==> src/rtl/seg_scan_ctrl.sv <==
// Multiplexed N-digit 7-segment scan controller: valid/ready BCD load, leading-zero
// blanking with floating minus, per-digit point/blink, PWM brightness, ghost blanking.
module seg_scan_ctrl #(
   parameter int DIGITS         = 6,
   parameter int CLK_HZ         = 50_000_000,
   parameter int SCAN_HZ        = 1000,
   parameter int BLANK_CYC      = 16,
   parameter int BRIGHT_W       = 3,
   parameter int BLINK_FRAMES   = 250,
   parameter int SEL_ACTIVE_LOW = 1,
   parameter int SEG_ACTIVE_LOW = 1
) (
   input  logic                  clk,
   input  logic                  rst_n,
   input  logic                  din_valid,
   output logic                  din_ready,
   input  logic [4*DIGITS-1:0]   din_bcd,
   input  logic [DIGITS-1:0]     din_point,
   input  logic                  din_sign,
   input  logic [DIGITS-1:0]     din_blink,
   input  logic                  en,
   input  logic                  lzb,
   input  logic [BRIGHT_W-1:0]   bright,
   output logic [DIGITS-1:0]     seg_sel,
   output logic [7:0]            seg_led,
   output logic                  frame_done
);

   localparam int DWELL_CYC = CLK_HZ / SCAN_HZ;
   localparam int SLOT      = (DWELL_CYC - BLANK_CYC) >> BRIGHT_W;
   localparam int CW        = $clog2(DWELL_CYC);
   localparam int DW        = $clog2(DIGITS);
   localparam int FW        = (BLINK_FRAMES > 1) ? $clog2(BLINK_FRAMES) : 1;

   localparam logic [CW-1:0]     BLANK_LAST = CW'(BLANK_CYC - 1);
   localparam logic [CW-1:0]     DWELL_LAST = CW'(DWELL_CYC - 1);
   localparam logic [DW-1:0]     LAST_DIG   = DW'(DIGITS - 1);
   localparam logic [FW-1:0]     LAST_FRM   = FW'(BLINK_FRAMES - 1);
   localparam logic [DIGITS-1:0] SEL_OFF    = (SEL_ACTIVE_LOW != 0) ? '1 : '0;
   localparam logic [7:0]        SEG_OFF    = (SEG_ACTIVE_LOW != 0) ? '1 : '0;

   typedef enum logic {S_BLANK, S_ON} state_t;

   state_t               state, state_n;
   logic [CW-1:0]        cnt, cnt_n;
   logic [DW-1:0]        dig, dig_n;
   logic [BRIGHT_W-1:0]  bright_q;
   logic [FW-1:0]        frm_cnt;
   logic                 blink_ph;
   logic                 frame_start, frame_end;

   logic [4*DIGITS-1:0]  pend_bcd, disp_bcd;
   logic [DIGITS-1:0]    pend_pt, disp_pt, pend_blink, disp_blink;
   logic                 pend_sign, disp_sign;

   logic [DIGITS-1:0]    blanked, minus_pos;
   logic                 lz_run;
   logic [3:0]           code;
   logic                 dp_eff, drive;
   logic [31:0]          pwm_end;

   function automatic logic [6:0] seg7(input logic [3:0] c);
      case (c)
         4'd0:    seg7 = 7'h3F;
         4'd1:    seg7 = 7'h06;
         4'd2:    seg7 = 7'h5B;
         4'd3:    seg7 = 7'h4F;
         4'd4:    seg7 = 7'h66;
         4'd5:    seg7 = 7'h6D;
         4'd6:    seg7 = 7'h7D;
         4'd7:    seg7 = 7'h07;
         4'd8:    seg7 = 7'h7F;
         4'd9:    seg7 = 7'h6F;
         4'd11:   seg7 = 7'h40;
         default: seg7 = 7'h00;
      endcase
   endfunction

   always_ff @(posedge clk or negedge rst_n) begin
      if (!rst_n) begin
         state <= S_BLANK;
         cnt   <= '0;
         dig   <= '0;
      end else begin
         state <= state_n;
         cnt   <= cnt_n;
         dig   <= dig_n;
      end
   end

   always_comb begin
      state_n = state;
      cnt_n   = cnt + 1'b1;
      dig_n   = dig;
      unique case (state)
         S_BLANK: if (cnt == BLANK_LAST) state_n = S_ON;
         S_ON: if (cnt == DWELL_LAST) begin
            state_n = S_BLANK;
            cnt_n   = '0;
            dig_n   = (dig == LAST_DIG) ? '0 : dig + 1'b1;
         end
      endcase
      frame_start = (state == S_BLANK) && (cnt == '0) && (dig == '0);
      frame_end   = (state == S_ON) && (cnt == DWELL_LAST) && (dig == LAST_DIG);
   end

   // Leading-zero run is accumulated from the top digit down; the minus lands on its lowest member.
   always_comb begin
      lz_run    = 1'b1;
      blanked   = '0;
      minus_pos = '0;
      for (int unsigned i = DIGITS - 1; i >= 1; i--) begin
         lz_run     = lz_run && (disp_bcd[4*i +: 4] == 4'd0) && !disp_pt[i];
         blanked[i] = lzb && lz_run;
      end
      for (int unsigned i = 1; i < DIGITS; i++)
         minus_pos[i] = disp_sign && blanked[i] && !blanked[i-1];

      code = disp_bcd[4*dig +: 4];
      if (blanked[dig])
         code = minus_pos[dig] ? 4'd11 : 4'd10;
      if (blink_ph && disp_blink[dig])
         code = 4'd10;
      dp_eff = disp_pt[dig] && (code <= 4'd9);

      pwm_end = 32'(BLANK_CYC) + (32'(bright_q) + 32'd1) * 32'(SLOT);
      drive   = en && (state == S_ON) && (32'(cnt) < pwm_end);
   end

   always_ff @(posedge clk or negedge rst_n) begin
      if (!rst_n) begin
         seg_sel    <= SEL_OFF;
         seg_led    <= SEG_OFF;
         frame_done <= 1'b0;
         bright_q   <= '0;
         frm_cnt    <= '0;
         blink_ph   <= 1'b0;
      end else begin
         seg_sel    <= SEL_OFF ^ (drive ? (DIGITS'(1) << dig) : '0);
         seg_led    <= SEG_OFF ^ (drive ? {dp_eff, seg7(code)} : 8'h00);
         frame_done <= frame_end;
         if ((state == S_BLANK) && (cnt == BLANK_LAST))
            bright_q <= bright;
         if (frame_end) begin
            if (frm_cnt == LAST_FRM) begin
               frm_cnt  <= '0;
               blink_ph <= ~blink_ph;
            end else begin
               frm_cnt <= frm_cnt + 1'b1;
            end
         end
      end
   end

   // din_ready low doubles as the "pending word held" flag.
   always_ff @(posedge clk or negedge rst_n) begin
      if (!rst_n) begin
         din_ready  <= 1'b1;
         pend_bcd   <= '0;
         pend_pt    <= '0;
         pend_blink <= '0;
         pend_sign  <= 1'b0;
         disp_bcd   <= {DIGITS{4'hA}};
         disp_pt    <= '0;
         disp_blink <= '0;
         disp_sign  <= 1'b0;
      end else if (din_valid && din_ready) begin
         din_ready  <= 1'b0;
         pend_bcd   <= din_bcd;
         pend_pt    <= din_point;
         pend_blink <= din_blink;
         pend_sign  <= din_sign;
      end else if (!din_ready && frame_start) begin
         din_ready  <= 1'b1;
         disp_bcd   <= pend_bcd;
         disp_pt    <= pend_pt;
         disp_blink <= pend_blink;
         disp_sign  <= pend_sign;
      end
   end

endmodule

==> config.mk <==
export PLATFORM = sky130hd
export DESIGN_NAME = seg_scan_ctrl
export DESIGN_NICKNAME = d
export VERILOG_FILES = /design/src/rtl/seg_scan_ctrl.sv
export SDC_FILE = /design/constraint.sdc
export NUM_CORES = 1
export LEC_CHECK = 0
export BUFFER_PORTS_ARGS = -buffer_cell sky130_fd_sc_hd__buf_2
export CAP_MARGIN = 5
export CORE_AREA = 3 3 143 145
export DETAILED_ROUTE_END_ITERATION = 10
export DIE_AREA = 0 0 146 148
export MAX_ROUTING_LAYER = met4
export PLACE_DENSITY = 0.56
export SLEW_MARGIN = 20
export SYNTH_ARGS = -nofsm -noshare
export SYNTH_HDL_FRONTEND = slang
export SYNTH_SLANG_ARGS = --single-unit
==> constraint.sdc <==
create_clock -name clk -period 13.1 [get_ports clk]
set_input_delay 0 -clock clk [delete_from_list [all_inputs] [get_ports clk]]
set_output_delay 0 -clock clk [all_outputs]
set_load 0.02 [all_outputs]
==> out/metrics.cfg, run 1 <==
[floorplanning]
dieArea_um2=21600
io_pins=61
die_w_um=146
core_um2=19300
rows=51
die_h_um=148
start_util=0.345

[timing]
slew_headroom=0.376
final-max-slew-violation-count=0
period_minus_slack_ns=5.69
rsz0062_at_grt=false
clock_skew_ns=0.0102
clock.fmax_mhz=176
finalSetupTns_ns=0
worstMarginPinSlew_ns=0.936
fin_crit_sh=0.434
hold_violations=0
setup_violations=0

[setup_path]
end_kind=flop
cp.required_ns=13.42
path_class=reg -> reg
crit_path_start_kind=flop
r2r-end=seg_led[2]
reg2regPathDepth=21
ff2ff_setup_slack_ns=7.41
timing.rr.start=bright_q[0]
arrival_ns=6.01
worstPathMaxFanout=14

[detailed_routing]
vias=4803
first_pass_iters=5
detail-route-antenna-nets=0
wl_per_cell_um=15.0
dr.first_iter.drc_count=298
drc=0
wl_um=14400
viasPerCell=4.98

[layout]
num-nets-final=773
n_antenna_cell=0
area_growth_pct=23.4
final_area_um2=8230
final_util=0.426
drive_gt1_frac=0.320

[pwr]
netSwitchingFraction=0.243
ir_worst_vdd_mv=0.112
p_sw_mw=0.230
p_seq_frac=0.424
p_int_mw=0.716
p_comb_frac=0.111
power_leakage_nw=3.66
pwr-share-clk=0.465
p_per_area_nw_per_um2=115

[placement]
port_buffers=60
dp_hpwl_um=10700
placed_area_um2=7240
place_congestion=0.878

[yosys]
yosysUniqueCellTypes=72
syn_nets=669
synthCells=582
synth_edf_count=0
avgSynthCellArea_um2=11.5
ys_top_cells_by_count=95 x dfrtp_1, 80 x mux2_2, 41 x ha_1, 36 x nand2_1, 30 x nor2_1
seq_area_frac_synth=0.463
yosysWarnings=0
ys_top_cells_by_area=dfrtp_1 36%, mux2_2 14%, dfstp_2 11%
synth_top_cell_by_area=dfrtp_1
synth_seq_cells=122
async_reset_ff_frac=1.00
synth_flop_cell=dfrtp_1
yosys.area.top_type_share=0.357
synth_most_common_cell=dfrtp_1
synth_area_um2=6670

[clocking]
clk_pin_slew_ns=0.06
cts-root-buf=clkbuf_16
clk_path_buf_depth=2
h-tree-depth=4
post_cts_buffers=0
clk_latency_ns=0.41
cts_sinks=122
cts_tree=built
cts_buffers=17

[global_routing]
grt-ovfl-total=0
grt_max_degree=66
grt_use_total=0.147
antenna_found_initial=0
grt_pass1_vias=4939
grt_pass1_wl_um=25100

[job]
drv_cap=0

[worst_hold_path]
hold_class=in -> async

[outcome]
outcome=complete, no violations

-- worst max-delay path, stage by stage (launching register included) --
cell	delay (ns)
dfrtp_1	0.48
inv_1	0.18
ha_1	0.50
ha_1	0.30
ha_1	0.28
ha_1	0.16
inv_1	0.05
fa_1	0.43
o21bai_2	0.24
a211o_1	0.31
and3_4	0.17
nor4_2	0.40
nand3_1	0.14
xor2_1	0.17
ha_1	0.30
o21ai_0	0.14
or3_1	0.41
o221ai_1	0.17
a31oi_1	0.08
nor3_1	0.32
mux2i_4	0.21
o211ai_1	0.15
-- worst max path at each step --
stage	startpoint	to	slack, ns	cells past startpoint
3_3_place_gp	bright_q[0]	seg_led[6]	7.62	20
5_1_grt	bright_q[0]	seg_led[2]	7.00	21
2_1_floorplan	bright_q[0]	seg_sel[4]	7.97	22
3_5_place_dp	bright_q[0]	seg_led[5]	7.46	21
4_1_cts	bright_q[0]	seg_led[2]	7.41	21
6_report	bright_q[0]	seg_led[2]	7.41	21
-- repair_timing --
action                                  4_1_cts  5_1_grt
endpoints found under the setup margin        0        0
hold endpoints to repair                     96        0
resized for setup                             0        0
hold buffers                                 42        0
-- cell usage in the layout (no fill, tap or decap), types with 18 or more instances in the layout --
| cell type | instances |
|---|---|
| nand2_1 | 36 |
| buf_2 | 59 |
| nand3_1 | 24 |
| mux2_2 | 80 |
| dfstp_2 | 27 |
| a21oi_1 | 18 |
| nor2_1 | 30 |
| o21ai_0 | 25 |
| ha_1 | 41 |
| dfrtp_1 | 95 |
| inv_1 | 23 |
| dlygate4sd3_1 | 42 |
-- state kept, by name, indices dropped and copies added, names as in the netlist, 3 cells and up --
name and flops:
disp_bcd 24, frm_cnt 8, pend_bcd 24, bright_q 3, seg_led 8, dig 3, cnt 16, seg_sel 6
pend_pt 6, disp_pt 6, pend_blink 6, disp_blink 6
-- per-layer routing --
layer / track usage / vias to the layer above / share of wire
met1: 0.187 / 2358 / 0.46
met2: 0.237 / 107 / 0.50
met5: - / - / 0
met3: 0.0383 / 6 / 0.038
li1: - / 2332 / -
met4: 0.0320 / 0 / 0.0053
-- power by group through the flow --
stage,Sequential [mW],Clock (mW),Combinational [mW]
5_1_grt,0.403,0.474,0.117
2_1_floorplan,0.406,0,0.0664
3_5_place_dp,0.408,0,0.0965
3_3_place_gp,0.408,0,0.0943
4_1_cts,0.402,0.454,0.107
6_report,0.401,0.440,0.105
-- cell type report --
| cell class | count | area [um^2] |
|---|---|---|
| Fill cell | 1804 | 11100 |
| Timing Repair Buffer | 106 | 753 |
| Clock buffer | 20 | 457 |
| Multi-Input combinational cell | 416 | 3400 |
| Inverter | 23 | 86.3 |
| Sequential cell | 122 | 3090 |
| Tap cell | 265 | 332 |
| Clock inverter | 12 | 116 |
-- per-stage QoR --
step	hold slack (ns)	setup WS, ns	total power, mW	instances
floorplan	-0.296	7.97	0.472	582
global placement	0.135	7.62	0.502	890
CTS	0.239	7.41	0.962	964
detailed placement	0.149	7.46	0.505	890
global route	0.284	7.00	0.995	964
finish	0.226	7.41	0.946	964
-- cells by family (layout without fill, tap and decap cells) --
logic type / after synthesis / after routing / synth area share
and+or+nand+nor: 172 / 172 / 0.138
DFF: 122 / 122 / 0.463
muxes: 90 / 90 / 0.163
AOI/OAI and AO/OA: 83 / 83 / 0.0897
buffers and inverters: 44 / 161 / 0.0280
adders and majority gates: 42 / 42 / 0.0800
xor gates and xnor gates: 29 / 29 / 0.0381
(Power assumes the default switching activity.)
==> run 2: changes to the inputs <==
Settings changed: PLACE_DENSITY 0.56 to 0.58.
Clock period 13.1 ns to 5.1 ns, I/O delays scaled along.
==> run 2 against run 1 <==
Worst hold slack got worse by 0.043 ns. Worst setup slack got worse by 7.2 ns. Largest cell class unchanged. Total power grew to 2.7 times the previous value. Global-route usage about the same.
==> out/metrics.cfg, run 2 (synthesized netlist as in run 1, its figures left out) <==
[floorplanning]
core_um2=19300
dieArea_um2=21600
rows=51
die_h_um=148
die_w_um=146
start_util=0.345
io_pins=61

[layout]
final_area_um2=8530
final_util=0.441
final_cell_mix=95 x dfrtp_1, 80 x mux2_2, 59 x buf_2
num-nets-final=793
top_regs=disp_bcd x24, pend_bcd x24, cnt x16
area_growth_pct=28.0
drive_gt1_frac=0.357
n_antenna_cell=0
layout_commonest_cell=dfrtp_1

[setup_path]
worstPathMaxFanout=14
path_class=reg -> reg
ff2ff_setup_slack_ns=0.17
r2r-end=seg_led[6]
end_kind=flop
crit_path_start_kind=flop
timing.rr.start=bright_q[1]
reg2regPathDepth=24
cp.required_ns=5.39
arrival_ns=5.22

[detailed_routing]
viasPerCell=5.00
detail-route-antenna-nets=0
dr.first_iter.drc_count=221
wl_um=15200
vias=4917
wl_per_cell_um=15.4
first_pass_iters=6
drc=0

[outcome]
outcome=complete, no violations

[timing]
slew_headroom=0.355
period_minus_slack_ns=4.93
finalSetupTns_ns=0
clock.fmax_mhz=203
clock_skew_ns=0.0136
final-max-slew-violation-count=0
setup_violations=0
worstMarginPinSlew_ns=0.958
hold_violations=0
fin_crit_sh=0.966

[global_routing]
antenna_found_initial=0
grt_use_total=0.147
busiest_layer=met2
grt_pass1_vias=5050
grt_pass1_wl_um=25200
grtUsageMet2=0.237
grt_max_degree=66
grt-ovfl-total=0
use_met3=0.0270
use_met1=0.185

[placement]
dp_hpwl_um=11200
placed_area_um2=7340
place_congestion=0.909
port_buffers=60

[clocking]
cts_tree=built
cts_buffers=17
clk_path_buf_depth=2
cts_sinks=122
clk_latency_ns=0.41
cts-root-buf=clkbuf_16
h-tree-depth=4
clk_pin_slew_ns=0.06

[job]
drv_cap=0

[pwr]
power_leakage_nw=3.81
p_per_area_nw_per_um2=299
p_int_mw=1.97
netSwitchingFraction=0.227
p_seq_frac=0.404
p_sw_mw=0.579
pwr-share-clk=0.470
p_comb_frac=0.125
ir_worst_vdd_mv=0.190

[worst_hold_path]
hold_class=in -> async

## run 2: layout make-up
cell class              count  area [um^2]
inverters                  23         86.3
clock buffers              23          478
fillers                  1763        10800
multi-input cells         416         3510
repair buffers            126          916
flip-flops and latches    122         3090
clock inverters             8          121
well taps                 265          332
## run 2: what timing repair did
item	CTS	global route
gates resized for setup	3	15
buffers inserted	3	5
pin swaps	0	7
endpoints found under the setup margin	14	14
endpoints found under the hold margin	82	0
hold buffers	42	0
## run 2: worst max-delay path by stage
| stage | end | startpoint | slack (ns) |
|---|---|---|---|
| 2_1_floorplan | seg_sel[4] | bright_q[0] | 0.06 |
| 3_3_place_gp | seg_led[6] | bright_q[0] | 0.03 |
| 3_5_place_dp | seg_led[6] | bright_q[1] | -0.18 |
| 4_1_cts | seg_led[5] | bright_q[1] | 0.004 |
| 5_1_grt | seg_led[1] | bright_q[1] | -0.03 |
| 6_report | seg_led[6] | bright_q[1] | 0.17 |
## run 2: critical path, cell delays in order, from the launching register on
cell	delay, ns
dfrtp_1	0.39
buf_4	0.14
ha_2	0.18
xor2_2	0.18
buf_4	0.15
ha_4	0.25
ha_4	0.27
inv_1	0.06
fa_2	0.39
o21bai_2	0.22
a211o_1	0.27
and3_4	0.18
nor4_4	0.17
buf_4	0.16
nand3_1	0.08
xor2_1	0.16
ha_1	0.28
o21ai_2	0.08
or3_1	0.37
o221ai_2	0.17
a31oi_2	0.08
nor3_2	0.26
mux2i_4	0.11
buf_12	0.15
o311ai_1	0.08
## run 2: per-layer routing
metal / routed length [um] / vias up
met5: 0 / -
li1: - / 2374
met4: 330 / 0
met1: 6760 / 2400
met3: 576 / 26
met2: 7490 / 117
## run 2: power groups by stage
stage | combinational (mW) | clock [mW] | sequential (mW)
after global routing | 0.355 | 1.27 | 1.04
after floorplan | 0.173 | 0 | 1.04
after CTS | 0.301 | 1.23 | 1.03
after global placement | 0.260 | 0 | 1.05
final | 0.320 | 1.20 | 1.03
after detailed placement | 0.271 | 0 | 1.05
## run 2: stage by stage
step,hold WS [ns],setup slack (ns),std cells,total power [mW]
after CTS,0.197,0.00403,978,2.56
after global placement,0.0770,0.0287,902,1.31
after floorplan,-0.296,0.0630,582,1.21
final,0.183,0.174,983,2.55
after global routing,0.249,-0.0321,983,2.66
after detailed placement,0.0915,-0.179,902,1.32
